===== config.mk =====
export PLATFORM = sky130hd
export DESIGN_NAME = axi
export DESIGN_NICKNAME = d
export VERILOG_FILES = /design/src/rtl/axi.sv
export SDC_FILE = /design/constraint.sdc
export NUM_CORES = 1
export LEC_CHECK = 0
export CAP_MARGIN = 10
export CORE_MARGIN = 2
export CORE_UTILIZATION = 41
export CTS_CLUSTER_DIAMETER = 200
export DETAILED_ROUTE_END_ITERATION = 8
export HOLD_SLACK_MARGIN = 0.15
export MAX_ROUTING_LAYER = met4
export PLACE_DENSITY = 0.82
export SETUP_SLACK_MARGIN = 0.4
export SYNTH_ARGS = -nofsm -noshare
export SYNTH_HDL_FRONTEND = slang
export SYNTH_SLANG_ARGS = --single-unit

===== constraint.sdc =====
create_clock -name s_axi_aclk -period 2.1 [get_ports s_axi_aclk]
set_clock_uncertainty 0.1 [all_clocks]
set_input_delay 0.42 -clock s_axi_aclk [delete_from_list [all_inputs] [get_ports s_axi_aclk]]
set_output_delay 0.42 -clock s_axi_aclk [all_outputs]
set_load 0.01 [all_outputs]

===== src/rtl/axi.sv =====
// AXI4-Lite slave bridging to a simple request/done backend; independent write and read FSMs.
// Build option AXI_ERR_RESP_EN: backend error inputs complete a request with SLVERR.
module axi (
  input  logic        s_axi_aclk,
  input  logic        s_axi_aresetn,
  input  logic [4:0]  s_axi_awaddr,
  input  logic        s_axi_awvalid,
  output logic        s_axi_awready,
  input  logic [31:0] s_axi_wdata,
  input  logic [3:0]  s_axi_wstrb,
  input  logic        s_axi_wvalid,
  output logic        s_axi_wready,
  output logic [1:0]  s_axi_bresp,
  output logic        s_axi_bvalid,
  input  logic        s_axi_bready,
  input  logic [4:0]  s_axi_araddr,
  input  logic        s_axi_arvalid,
  output logic        s_axi_arready,
  output logic [31:0] s_axi_rdata,
  output logic [1:0]  s_axi_rresp,
  output logic        s_axi_rvalid,
  input  logic        s_axi_rready,
  output logic        write,
  output logic [4:0]  write_addrs,
  output logic [31:0] write_data,
  output logic [3:0]  write_strobe,
  input  logic        write_done,
  input  logic        write_error,
  output logic        read,
  output logic [4:0]  read_addrs,
  input  logic [31:0] read_data,
  input  logic        read_done,
  input  logic        read_error
);

  typedef enum logic [1:0] {W_IDLE = 2'd0, W_REQ = 2'd1, W_RESP = 2'd2} w_state_e;
  typedef enum logic [1:0] {R_IDLE = 2'd0, R_REQ = 2'd1, R_RESP = 2'd2} r_state_e;

  typedef struct packed {
    logic [4:0]  addr;
    logic [31:0] data;
    logic [3:0]  strb;
  } wr_req_t;

  localparam logic [1:0] RESP_OKAY   = 2'b00;
  localparam logic [1:0] RESP_SLVERR = 2'b10;

  logic w_err, r_err;
`ifdef AXI_ERR_RESP_EN
  assign w_err = write_error;
  assign r_err = read_error;
`else
  logic unused_err;
  assign w_err      = 1'b0;
  assign r_err      = 1'b0;
  assign unused_err = write_error ^ read_error;
`endif

  // ---------------- write path ----------------
  w_state_e   w_state, w_next;
  wr_req_t    wreq, wreq_d;
  logic       aw_got, w_got, aw_got_d, w_got_d;
  logic       aw_hs, w_hs;
  logic       awready_d, wready_d, write_d, bvalid_d;
  logic [1:0] bresp_d;

  assign aw_hs        = s_axi_awvalid & s_axi_awready;
  assign w_hs         = s_axi_wvalid & s_axi_wready;
  assign write_addrs  = wreq.addr;
  assign write_data   = wreq.data;
  assign write_strobe = wreq.strb;

  always_ff @(posedge s_axi_aclk) begin
    if (s_axi_aresetn) begin
      w_state       <= W_IDLE;
      aw_got        <= 1'b0;
      w_got         <= 1'b0;
      wreq          <= '0;
      s_axi_awready <= 1'b0;
      s_axi_wready  <= 1'b0;
      write         <= 1'b0;
      s_axi_bvalid  <= 1'b0;
      s_axi_bresp   <= RESP_OKAY;
    end else begin
      w_state       <= w_next;
      aw_got        <= aw_got_d;
      w_got         <= w_got_d;
      wreq          <= wreq_d;
      s_axi_awready <= awready_d;
      s_axi_wready  <= wready_d;
      write         <= write_d;
      s_axi_bvalid  <= bvalid_d;
      s_axi_bresp   <= bresp_d;
    end
  end

  always_comb begin
    w_next = w_state;
    case (w_state)
      W_IDLE:  if ((aw_got | aw_hs) & (w_got | w_hs)) w_next = W_REQ;
      W_REQ:   if (write_done | w_err) w_next = W_RESP;
      W_RESP:  if (s_axi_bready) w_next = W_IDLE;
      default: w_next = W_IDLE;
    endcase
  end

  // AW and W are captured independently; the "got" flags remember which half has arrived.
  always_comb begin
    wreq_d = wreq;
    if (aw_hs) wreq_d.addr = s_axi_awaddr;
    if (w_hs) begin
      wreq_d.data = s_axi_wdata;
      wreq_d.strb = s_axi_wstrb;
    end
    aw_got_d  = (w_state == W_IDLE) && (w_next == W_IDLE) && (aw_got | aw_hs);
    w_got_d   = (w_state == W_IDLE) && (w_next == W_IDLE) && (w_got | w_hs);
    awready_d = (w_next == W_IDLE) && !aw_got_d;
    wready_d  = (w_next == W_IDLE) && !w_got_d;
    write_d   = (w_next == W_REQ);
    bvalid_d  = (w_next == W_RESP);
    bresp_d   = RESP_OKAY;
    if (w_next == W_RESP)
      bresp_d = (w_state == W_REQ) ? (w_err ? RESP_SLVERR : RESP_OKAY) : s_axi_bresp;
  end

  // ---------------- read path ----------------
  r_state_e    r_state, r_next;
  logic        ar_hs;
  logic        arready_d, read_d, rvalid_d;
  logic [4:0]  raddr_d;
  logic [31:0] rdata_d;
  logic [1:0]  rresp_d;

  assign ar_hs = s_axi_arvalid & s_axi_arready;

  always_ff @(posedge s_axi_aclk) begin
    if (s_axi_aresetn) begin
      r_state       <= R_IDLE;
      s_axi_arready <= 1'b0;
      read          <= 1'b0;
      read_addrs    <= '0;
      s_axi_rvalid  <= 1'b0;
      s_axi_rdata   <= '0;
      s_axi_rresp   <= RESP_OKAY;
    end else begin
      r_state       <= r_next;
      s_axi_arready <= arready_d;
      read          <= read_d;
      read_addrs    <= raddr_d;
      s_axi_rvalid  <= rvalid_d;
      s_axi_rdata   <= rdata_d;
      s_axi_rresp   <= rresp_d;
    end
  end

  always_comb begin
    r_next = r_state;
    case (r_state)
      R_IDLE:  if (ar_hs) r_next = R_REQ;
      R_REQ:   if (read_done | r_err) r_next = R_RESP;
      R_RESP:  if (s_axi_rready) r_next = R_IDLE;
      default: r_next = R_IDLE;
    endcase
  end

  always_comb begin
    raddr_d   = ar_hs ? s_axi_araddr : read_addrs;
    arready_d = (r_next == R_IDLE);
    read_d    = (r_next == R_REQ);
    rvalid_d  = (r_next == R_RESP);
    rdata_d   = s_axi_rdata;
    rresp_d   = RESP_OKAY;
    if (r_next == R_RESP) begin
      if (r_state == R_REQ) begin
        rdata_d = read_data;
        rresp_d = r_err ? RESP_SLVERR : RESP_OKAY;
      end else begin
        rresp_d = s_axi_rresp;
      end
    end
  end

endmodule


# Word-level counts from Yosys, hierarchy flattened
# Index checks and enable logic that the tools add are counted.
totals:
  reg_bits: 91
  elab_cells: 50
  input_bits: 89
op_classes:
  eq_ne: 8
  n_reduce_logical: 12
  muxes: 8
  n_bitwise: 6
ops:
  columns: ["operator", "count"]
  rows:
  - ["2-bit 2-to-1 mux", 6]
  - ["2-bit one-hot mux with 3 select lines", 2]
  - ["2-bit by 1-bit equality test with 1-bit output, second input constant", 4]
  - ["2-bit equality test, second input constant", 4]
  - ["2-bit logical NOT", 4]
  - ["1-bit logical AND", 5]
  - ["1-bit AND", 4]
  - ["1-bit logical NOT", 2]
  - ["1-bit OR", 2]
  - ["2-bit AND reduction", 1]

# Depth between registers and ports, before layout
logic_depth:
  ltp_word: 10
  depth_mapped: 5
  mapped_depth_nobuf: 3

# Least setup slack after synthesis
# Ideal clock, no wire load.
synth_timing:
  kind: "input to register"
  from: "in s_axi_aresetn"
  to: "reg aw_got"
  setup_slack_ns: 0.746
  arrival_time_ns: 1.166
  n_path_buf: 1
  cell_stages: 3
  path_cell_list: "clkbuf_2 -> or3_4 -> nor4b_2"
synth_rtl:
  columns: ["item", "line_no", "text"]
  rows:
  - ["from (decl)", "5", "input logic s_axi_aresetn,"]
  - ["to (signal assigned)", "86", "aw_got <= aw_got_d;"]
  - ["to (decl)", "62", "logic aw_got, w_got, aw_got_d, w_got_d;"]

# Worst setup path after layout
layout_timing:
  from: "reg s_axi_awready"
  to: "out s_axi_awready"
layout_rtl:
  columns: ["item", "line_no", "text"]
  rows:
  - ["from (decl)", "8", "output logic s_axi_awready,"]
  - ["from (signal assigned)", "89", "s_axi_awready <= awready_d;"]
# No word-level cell between the ends.

==> out/metrics.csv <==
stage,metric,value,unit
pwr,worst vdd ir,0.528,mV
placement,Area after DPL,4960,sq um
worst_setup_path,CP peak stage delay,0.40,ns
yosys,"count leader, synth",nand2_1,
worst_setup_path,Crit. End Element,output pin,
detailed_routing,1st-pass router iterations,4,
floorplan,Starting Density,41.5,%
sta,Final Max Slew Viols,0,
global_routing,vias in the first global route,3043,
yosys,Synth Area per Inst,8.12,sq um
yosys,Main synth FF type,dfxtp_1,
finish,post-route cell area,5050,sq um
clocking,number of CTS-inserted buffers,9,
floorplan,row cnt,32,
finish,fin cells,659,
clocking,H-tree Lvls,3,
placement,dpl ws,0.207,ns
sta,"Setup violations, final",0,
clocking,"Clk pin slew, worst setup/hold paths",0.08,ns
finish,Area Growth Syn to Fin,60.0,%
worst_setup_path,CP cell instances,dlygate4sd2_1,
sta,worst setup margin,0.554,ns
placement,hpwl dp,6090,microns
run_status,outcome,"finished, final reports clean",
worst_setup_path,CP startpoint kind,flop,
worst_setup_path,WP data required,1.58,ns
yosys,asr flop ratio synth,0,%
yosys,share of the synthesized area in the top cell type,57.7,%
yosys,Synth area leader,dfxtp_1,
worst_setup_path,critical path class,reg -> out,
clocking,# Post-CTS Setup Buffers,0,
detailed_routing,metal2 WL,3980,microns
detailed_routing,antenna violation net count after detailed routing,0,
clocking,Clock Latency Late Sink,0.34,ns
floorplan,Die Ht,91.8,microns
sta,worst slew pin tran,0.505,ns
global_routing,first-pass GRT wire length,13400,microns
placement,Port Buffer Count,171,
floorplan,CORE AREA,7610,sq um
yosys,cells taking the most area after synthesis,"dfxtp_1 (58%), nand2_1 (18%), a21oi_1 (13%)",
clocking,Clock Path Buffers,2,
sta,setup TNS,0,ns
sta,unrepaired setup endpoints after global routing,false,
yosys,Yosys reg bits,91,
detailed_routing,vias,3117,
sta,Tcrit/Tclk final,73.6,%
worst_setup_path,CP top delay family,flip-flops,
worst_setup_path,critical path data arrival time,1.03,ns
floorplan,DIE AREA,8420,sq um
floorplan,Die W,91.8,microns
yosys,register area share after synthesis,57.7,%
clocking,CTS tree,yes,
detailed_routing,DR top layer,met4,
finish,nets,642,
yosys,"EDFF count, synth",0,
detailed_routing,Post-Route WL,8410,microns
worst_hold_path,Hold Crit Class,reg -> reg,
global_routing,GRT Util Overall,20.3,%
placement,cell count after placement,644,
worst_setup_path,WP buf/inv,1,
yosys,Cell variety after synth,22,
floorplan,Boundary Pins,178,
pwr,Power Dens Cells,705,nW/um^2
job,Max-cap violations,0,
placement,Placer Congestion,0.736,
finish,share of cells above drive strength 1,4.67,%
sta,final hold violation count,0,
yosys,synth warn,0,
detailed_routing,via density per instance,4.73,
worst_setup_path,crit-path max FO,8,
sta,Rel. slew slack,66.1,%
global_routing,initial antenna violation count,0,
worst_setup_path,CP max stage cell,dfxtp_2,
global_routing,pin count of the biggest net entering global routing,52,
yosys,Netlist Area Pre-Place,3160,sq um
finish,# diodes,0,
yosys,"top cells by count, synth","nand2_1 (150), dfxtp_1 (91), a21oi_1 (83)",
detailed_routing,Detail Route met3 WL,715,microns
sta,Worst Hold Margin,0.351,ns
sta,fmax,647,MHz
pwr,Lkg Pwr,0.00220,uW
detailed_routing,wl on met1,3560,microns
detailed_routing,number of remaining DRC errors,0,
global_routing,grt ovf,0,
yosys,Synth Instances,389,
clocking,Root Buffer,clkbuf_8,
detailed_routing,Starting DRT DRC Count,65,
detailed_routing,Wirelength per Cell,12.8,microns
clocking,Sink Count,91,
sta,min Tclk post-route,1.55,ns
-- worst reg2reg max path: stages, from the launching register on --
cell and delay (ns):
dfxtp_1 0.35, nor2b_1 0.17, or3_4 0.40, nor4b_2 0.25
-- final cells by class --
type / instances / area [sq um]
multi-input combinational: 273 / 1200
sequential: 91 / 1820
clock buffer: 13 / 159
tap: 102 / 128
fill: 664 / 2550
clock inverter: 2 / 35.0
timing repair buffer: 178 / 1700
-- layer usage --
metal,vias up,track usage (%)
met3,12,6.41
met2,124,34.3
met1,1396,22.3
met4,0,8.33
li1,1585,-
met5,-,-
-- per-stage QoR --
step	power, uW	utilization [%]
2_1_floorplan	2120	-
3_3_place_gp	2480	65.2
3_5_place_dp	2500	65.2
4_1_cts	3610	66.4
5_1_grt	3730	66.4
6_report	3560	66.4
-- sequential cells by signal (all words and copies together), names as in the netlist, 2 cells and up --
| signal | cells |
|---|---|
| r_state | 2 |
| read_addrs | 5 |
| s_axi_rdata | 32 |
| w_state | 2 |
| write_addrs | 5 |
| write_data | 32 |
| write_strobe | 4 |
-- final timing paths --
path	startpoint	end	slack [ns]	cells after the start
worst min register to register	s_axi_rdata[31]$_SDFFE_PP0P_	s_axi_rdata[31]$_SDFFE_PP0P_	0.35	2
worst max register to register	w_state[0]$_SDFF_PP0_	aw_got$_SDFF_PP0_	0.75	3
worst max-delay path	s_axi_awready$_SDFF_PP0_	s_axi_awready	0.55	1
worst min-delay path	s_axi_rdata[31]$_SDFFE_PP0P_	s_axi_rdata[31]$_SDFFE_PP0P_	0.35	2
-- power breakdown --
part	internal [uW]	leakage, uW	total [uW]	switching, uW
combinational	296	0.00136	543	247
clock	609	0.0000995	1160	553
sequential	1810	0.000740	1860	48.0
total	2710	0.00220	3560	848
-- timing repair --
| item | CTS | global route |
|---|---|---|
| hold buffers | 0 | 0 |
| setup endpoints to repair | 85 | 0 |
| gates resized for setup | 87 | 0 |
-- cells by family after synthesis --
group	count (synthesis)	share of synthesized area, %
DFF	91	57.7
other	1	0.119
muxes	1	0.356
AOI/OAI and AO/OA	86	13.9
and+or+nand+nor	182	23.4
buffers and inverters	28	4.55
-- cells in the final DEF, fill, tap and decap left out, types with 2 or more instances in the layout --
| master | instances |
|---|---|
| clkdlybuf4s50_1 | 85 |
| dlygate4sd2_1 | 85 |
| buf_4 | 3 |
| a21oi_1 | 83 |
| nand3_1 | 10 |
| nor3_1 | 4 |
| nand2_1 | 150 |
| nor2_1 | 10 |
| dfxtp_1 | 89 |
| dfxtp_2 | 2 |
| a22o_1 | 2 |
| clkbuf_1 | 2 |
| buf_12 | 4 |
| clkbuf_8 | 11 |
| nor3b_1 | 2 |
| conb_1 | 4 |
Power figures use the tool's default switching activity.
==> patch 1: new RTL, same flow settings <==
The 3 states of `w_state_e` get a one-hot encoding in 3 bits.
--- a/src/rtl/axi.sv
+++ b/src/rtl/axi.sv
@@ -33,7 +33,7 @@
   input  logic        read_error
 );
 
-  typedef enum logic [1:0] {W_IDLE = 2'd0, W_REQ = 2'd1, W_RESP = 2'd2} w_state_e;
+  typedef enum logic [2:0] {W_IDLE = 3'b001, W_REQ = 3'b010, W_RESP = 3'b100} w_state_e;
   typedef enum logic [1:0] {R_IDLE = 2'd0, R_REQ = 2'd1, R_RESP = 2'd2} r_state_e;
 
   typedef struct packed {
Function: same outputs for any inputs over 10 cycles, from zero or initial values and one cycle with s_axi_aresetn high; not proved beyond that.
==> patch 1 against the original RTL <==
- synthesized cell count up 1.3%
- routed wire length up 4.2%
- setup slack lost 0.0063 ns
- design area increased by 0.77%
- sequential power about the same
- critical endpoint unchanged
- count of clock-buffer cells in the layout is 3 lower
- synthesized area grew 2.2%
- global-route usage up 0.18 points
- core utilization down 0.19 points
- sequential cell count grew 1
- total power decreased by 2.6%
- die area up 2.1%
- combinational power is 7.2% lower
==> patch 1: results (changes against the original RTL) <==
| Metric | Value |
|---|---|
| Status | `finished clean (unchanged)` |
| CP peak stage delay | `0.40 ns (about the same)` |
| Number of global-route vias before repair | `3129 (was 3043)` |
| Mux cell area share after synthesis | `0.3488% (was 0.3564%)` |
| Worst reg-to-reg path cell count | `4 (was 3)` |
| Ys async rst share | `0% (unchanged)` |
| Clock Path Buffers | `2 (unchanged)` |
| Filler cells | `667 (was 664)` |
| Worst-path fanout max | `8 (unchanged)` |
| Layout cells sized above 1 | `5.151% (was 4.668%)` |
| Crit-path slowest cell | `dfxtp_2 (unchanged)` |
| Critical R2R Launch | `r_state[1] (was w_state[0])` |
| Top cells by area, synth | `dfxtp_1, nand2_1, a21oi_1, buf_4, buf_2 (was dfxtp_1, nand2_1, a21oi_1, buf_4, nand3_1)` |
| CP arrival | `1.03 ns (about the same)` |
| Worst Hold End | `s_axi_rdata[30] (was s_axi_rdata[31])` |
| Static Leak | `2.215 nW (was 2.198 nW)` |
| All-layer global routing usage | `20.51% (was 20.33%)` |
| Num CTS Buffers | `9 (unchanged)` |
| Iter 0 DRT Violations | `87 (was 65)` |
| Root Driver | `clkbuf_8 (unchanged)` |
| Routability cong. | `0.7400 (was 0.7355)` |
| Post-synthesis sequential area ratio | `57.05% (was 57.66%)` |
| Initial antenna violation count | `0 (unchanged)` |
| 1st-pass router iterations | `6 (was 4)` |
| Hold_sp | `s_axi_rdata[30] (was s_axi_rdata[31])` |
| Maximum vdd drop | `0.4470 mV (was 0.5282 mV)` |
| Cell family with most CP delay | `flip-flops (unchanged)` |
| Distinct cells, synth | `27 (was 22)` |
| Reg2reg end | `s_axi_rdata[19] (was aw_got)` |
| Final net count | `650 (was 642)` |
| Worst skew pair latency | `~0.33 ns` |
| First-pass GRT wire length | `13850 um (was 13420 um)` |
| Hpwl dp | `6646 um (was 6091 um)` |
| Post-synth top cells | `nand2_1, dfxtp_1, a21oi_1 (unchanged)` |
| Sw Share | `23.42% (was 23.80%)` |
| R2R setup slack | `0.75 ns (about the same)` |
| WHS | `0.3508 ns (was 0.3514 ns)` |
| Largest net degree at the start of global routing | `46 (was 52)` |
| Hold WC Path Type | `flop to flop (unchanged)` |
| WL final | `8763 um (was 8410 um)` |
| Compound-Gate Fraction of Synth Area | `14.61% (was 13.86%)` |
| Vias | `3242 (was 3117)` |
| # diodes | `0 (unchanged)` |
| H-Tree Depth | `3 (unchanged)` |
==> patch 1: cell types whose count changed after synthesis, moves of 2 or more <==
cell      delta
a22o_1       -2
nand2b_1     +2
clkbuf_1     -4
buf_2        +4
buf_4        +2
nor2_1       -5
o22ai_1      +2
==> patch 1: through the flow <==
stage | instance area, um^2 | setup slack, ns | power [mW] | cells
CTS | 5092 | 0.5233 | 3.509 | 665
global placement | 5019 | 0.3598 | 2.443 | 652
floorplan | 3239 | 0.7793 | 2.108 | 397
finish | 5092 | 0.5481 | 3.470 | 665
detailed placement | 5019 | 0.2947 | 2.458 | 652
global route | 5092 | 0.5012 | 3.632 | 665
==> patch 1: cell type report <==
type	instances	area share (%)
Sequential cell	92	36.22
Timing Repair Buffer	181	33.39
Multi-Input combinational cell	276	24.32
Clock buffer	10	2.703
Tap cell	102	2.506
Clock inverter	3	0.7862
Inverter	1	0.07371
==> patch 1: power by group through the flow <==
stage                     sequential (mW)  clock, mW  combinational [mW]
after detailed placement             1.91          0               0.553
final                                1.86       1.11               0.504
after floorplan                      1.93          0               0.175
after CTS                            1.86       1.14               0.509
after global placement               1.90          0               0.543
after global routing                 1.87       1.21               0.552
==> patch 1: how the worst max path moves through the flow <==
stage,cells after the start,start,endpoint,slack [ns]
detailed placement,5,read_done,s_axi_rdata[19],0.29
CTS,1,s_axi_awready,s_axi_awready,0.52
floorplan,3,s_axi_aresetn,w_state[1],0.78
global route,1,s_axi_awready,s_axi_awready,0.50
finish,1,s_axi_awready,s_axi_awready,0.55
global placement,5,read_done,s_axi_rdata[20],0.36
==> patch 1: metal layers <==
metal  global-route usage [%]  vias up  share of wire, %
met5                        -        -                 0
met4                    8.333        0               2.2
met3                    5.289       18               8.9
met2                    35.34      148                49
met1                    22.69     1464                40
li1                         -     1612                 -
==> patch 1: kinds of logic after synthesis <==
family	after synthesis
mux	1
other cells	1
compound gates	91
buf+inv	29
simple gates	180
flops	92
==> patch 2: new RTL, same settings <==
Made on the original files. Add a define of `AXI_ERR_RESP_EN`.
--- a/src/rtl/axi.sv
+++ b/src/rtl/axi.sv
@@ -1,5 +1,7 @@
 // AXI4-Lite slave bridging to a simple request/done backend; independent write and read FSMs.
 // Build option AXI_ERR_RESP_EN: backend error inputs complete a request with SLVERR.
+`define AXI_ERR_RESP_EN
+
 module axi (
   input  logic        s_axi_aclk,
   input  logic        s_axi_aresetn,
Behaviour: not the same (a bounded check fails within 4 cycles, from zero or initial values and one cycle with s_axi_aresetn high).
==> patch 2 against the original RTL <==
- core utilization up 0.44 points
- highest routed layer unchanged
- fmax is essentially flat
- via count is 9.7% higher
- setup slack worse by 0.00095 ns
- sequential cell count increased by 2
- routed wire length increased by 15%
- combinational power rose by 7.6%
- design area rose by 3.3%
- sequential share of layout area down 0.34 points
- total power is 2.9% lower
- synthesized area up 5.8%
- clock power shrank 16%
- final cell count is 3.0% higher
- hold slack lost 0.050 ns
- largest cell class unchanged
==> patch 2: results (changes against the original RTL) <==
| Metric | Value |
|---|---|
| Port Buffers | `175 (was 171)` |
| Clk slew on worst S/H paths | `0.08 ns (about the same)` |
| Setup slack after layout | `0.5535 ns (was 0.5544 ns)` |
| Compound-Gate Fraction of Synth Area | `18.53% (was 13.86%)` |
| WL final | `9703 um (was 8410 um)` |
| Static Leak | `2.229 nW (was 2.198 nW)` |
| Largest net degree at the start of global routing | `37 (was 52)` |
| Number of global-route vias before repair | `3383 (was 3043)` |
| Post-synth top cells | `dfxtp_1, nand2_1, a21oi_1 (was nand2_1, dfxtp_1, a21oi_1)` |
| Via density | `5.037 (was 4.730)` |
| WL met3 | `559 um (was 715 um)` |
| Dpl cell area | `0.005169 mm^2 (was 0.004964 mm^2)` |
| Final net count | `663 (was 642)` |
| CP peak stage delay | `0.37 ns (was 0.40 ns)` |
| Distinct cells, synth | `26 (was 22)` |
| Hpwl dp | `7122 um (was 6091 um)` |
| First-pass GRT wire length | `15310 um (was 13420 um)` |
| Status | `finished clean (unchanged)` |
| Layout cells sized above 1 | `5.026% (was 4.668%)` |
| Top cells by area, synth | `dfxtp_1, a21oi_1, nand2_1, nand3_1, o21ai_0 (was dfxtp_1, nand2_1, a21oi_1, buf_4, nand3_1)` |
| All-layer global routing usage | `22.08% (was 20.33%)` |
| Met1 WL | `3936 um (was 3558 um)` |
| Post-synthesis sequential area ratio | `55.71% (was 57.66%)` |
| Routability cong. | `0.7886 (was 0.7355)` |
| CTS resizes | `88 (was 87)` |
| Place WS | `0.2524 ns (was 0.2071 ns)` |
| Crit-path slowest cell | `dfxtp_1 (was dfxtp_2)` |
| Hold WC Path Type | `input port to flop (was flop to flop)` |
| Maximum vdd drop | `0.4648 mV (was 0.5282 mV)` |
| Filler cells | `705 (was 664)` |
| Iter 0 DRT Violations | `94 (was 65)` |
| Met2 WL post-DR | `4912 um (was 3980 um)` |
| Mux cell area share after synthesis | `0.6365% (was 0.3564%)` |
| Worst-path fanout max | `4 (was 8)` |
[patch 2: routing by layer]
layer,up-vias,global-route usage (%)
met2,124,37.38
met4,0,9.662
li1,1710,-
met5,-,-
met3,22,3.852
met1,1564,25.74
[patch 2: power breakdown]
group | internal (mW) | leakage [nW] | switching, mW
clock network | 0.418 | 0.0723 | 0.558
logic | 0.306 | 1.40 | 0.278
registers | 1.85 | 0.757 | 0.0487
total | 2.57 | 2.23 | 0.885
[patch 2: cell families after synthesis]
kind of cell,after synthesis
AND/OR/NAND/NOR,157
AO/OA/AOI/OAI,122
flip-flops,93
buffers and inverters,33
multiplexers,2
other,1
[patch 2: layout make-up]
cell class,count,area (um^2),share of cell area [%]
flip-flops and latches,93,1867,35.75
multi-input cells,283,1335,25.57
repair buffers,187,1744,33.41
well taps,102,127.6,2.444
clock inverters,2,12.51,0.2396
clock buffers,12,135.1,2.588
[patch 2: path summary, 6_finish.rpt]
| path | to | slack (ns) | from | depth (start not counted) |
|---|---|---|---|---|
| worst max-delay path | s_axi_wready | 0.55 | s_axi_wready | 1 |
| worst min-delay path | s_axi_bvalid | 0.30 | s_axi_aresetn | 2 |
| worst max register to register | s_axi_rresp[1] | 0.63 | r_state[0] | 4 |
| worst min register to register | aw_got | 0.34 | w_got | 1 |
[patch 2: stage by stage]
stage,instances,power [mW]
after global placement,665,2.562
final,679,3.459
after CTS,679,3.496
after floorplan,409,2.189
after detailed placement,665,2.579
after global routing,679,3.628
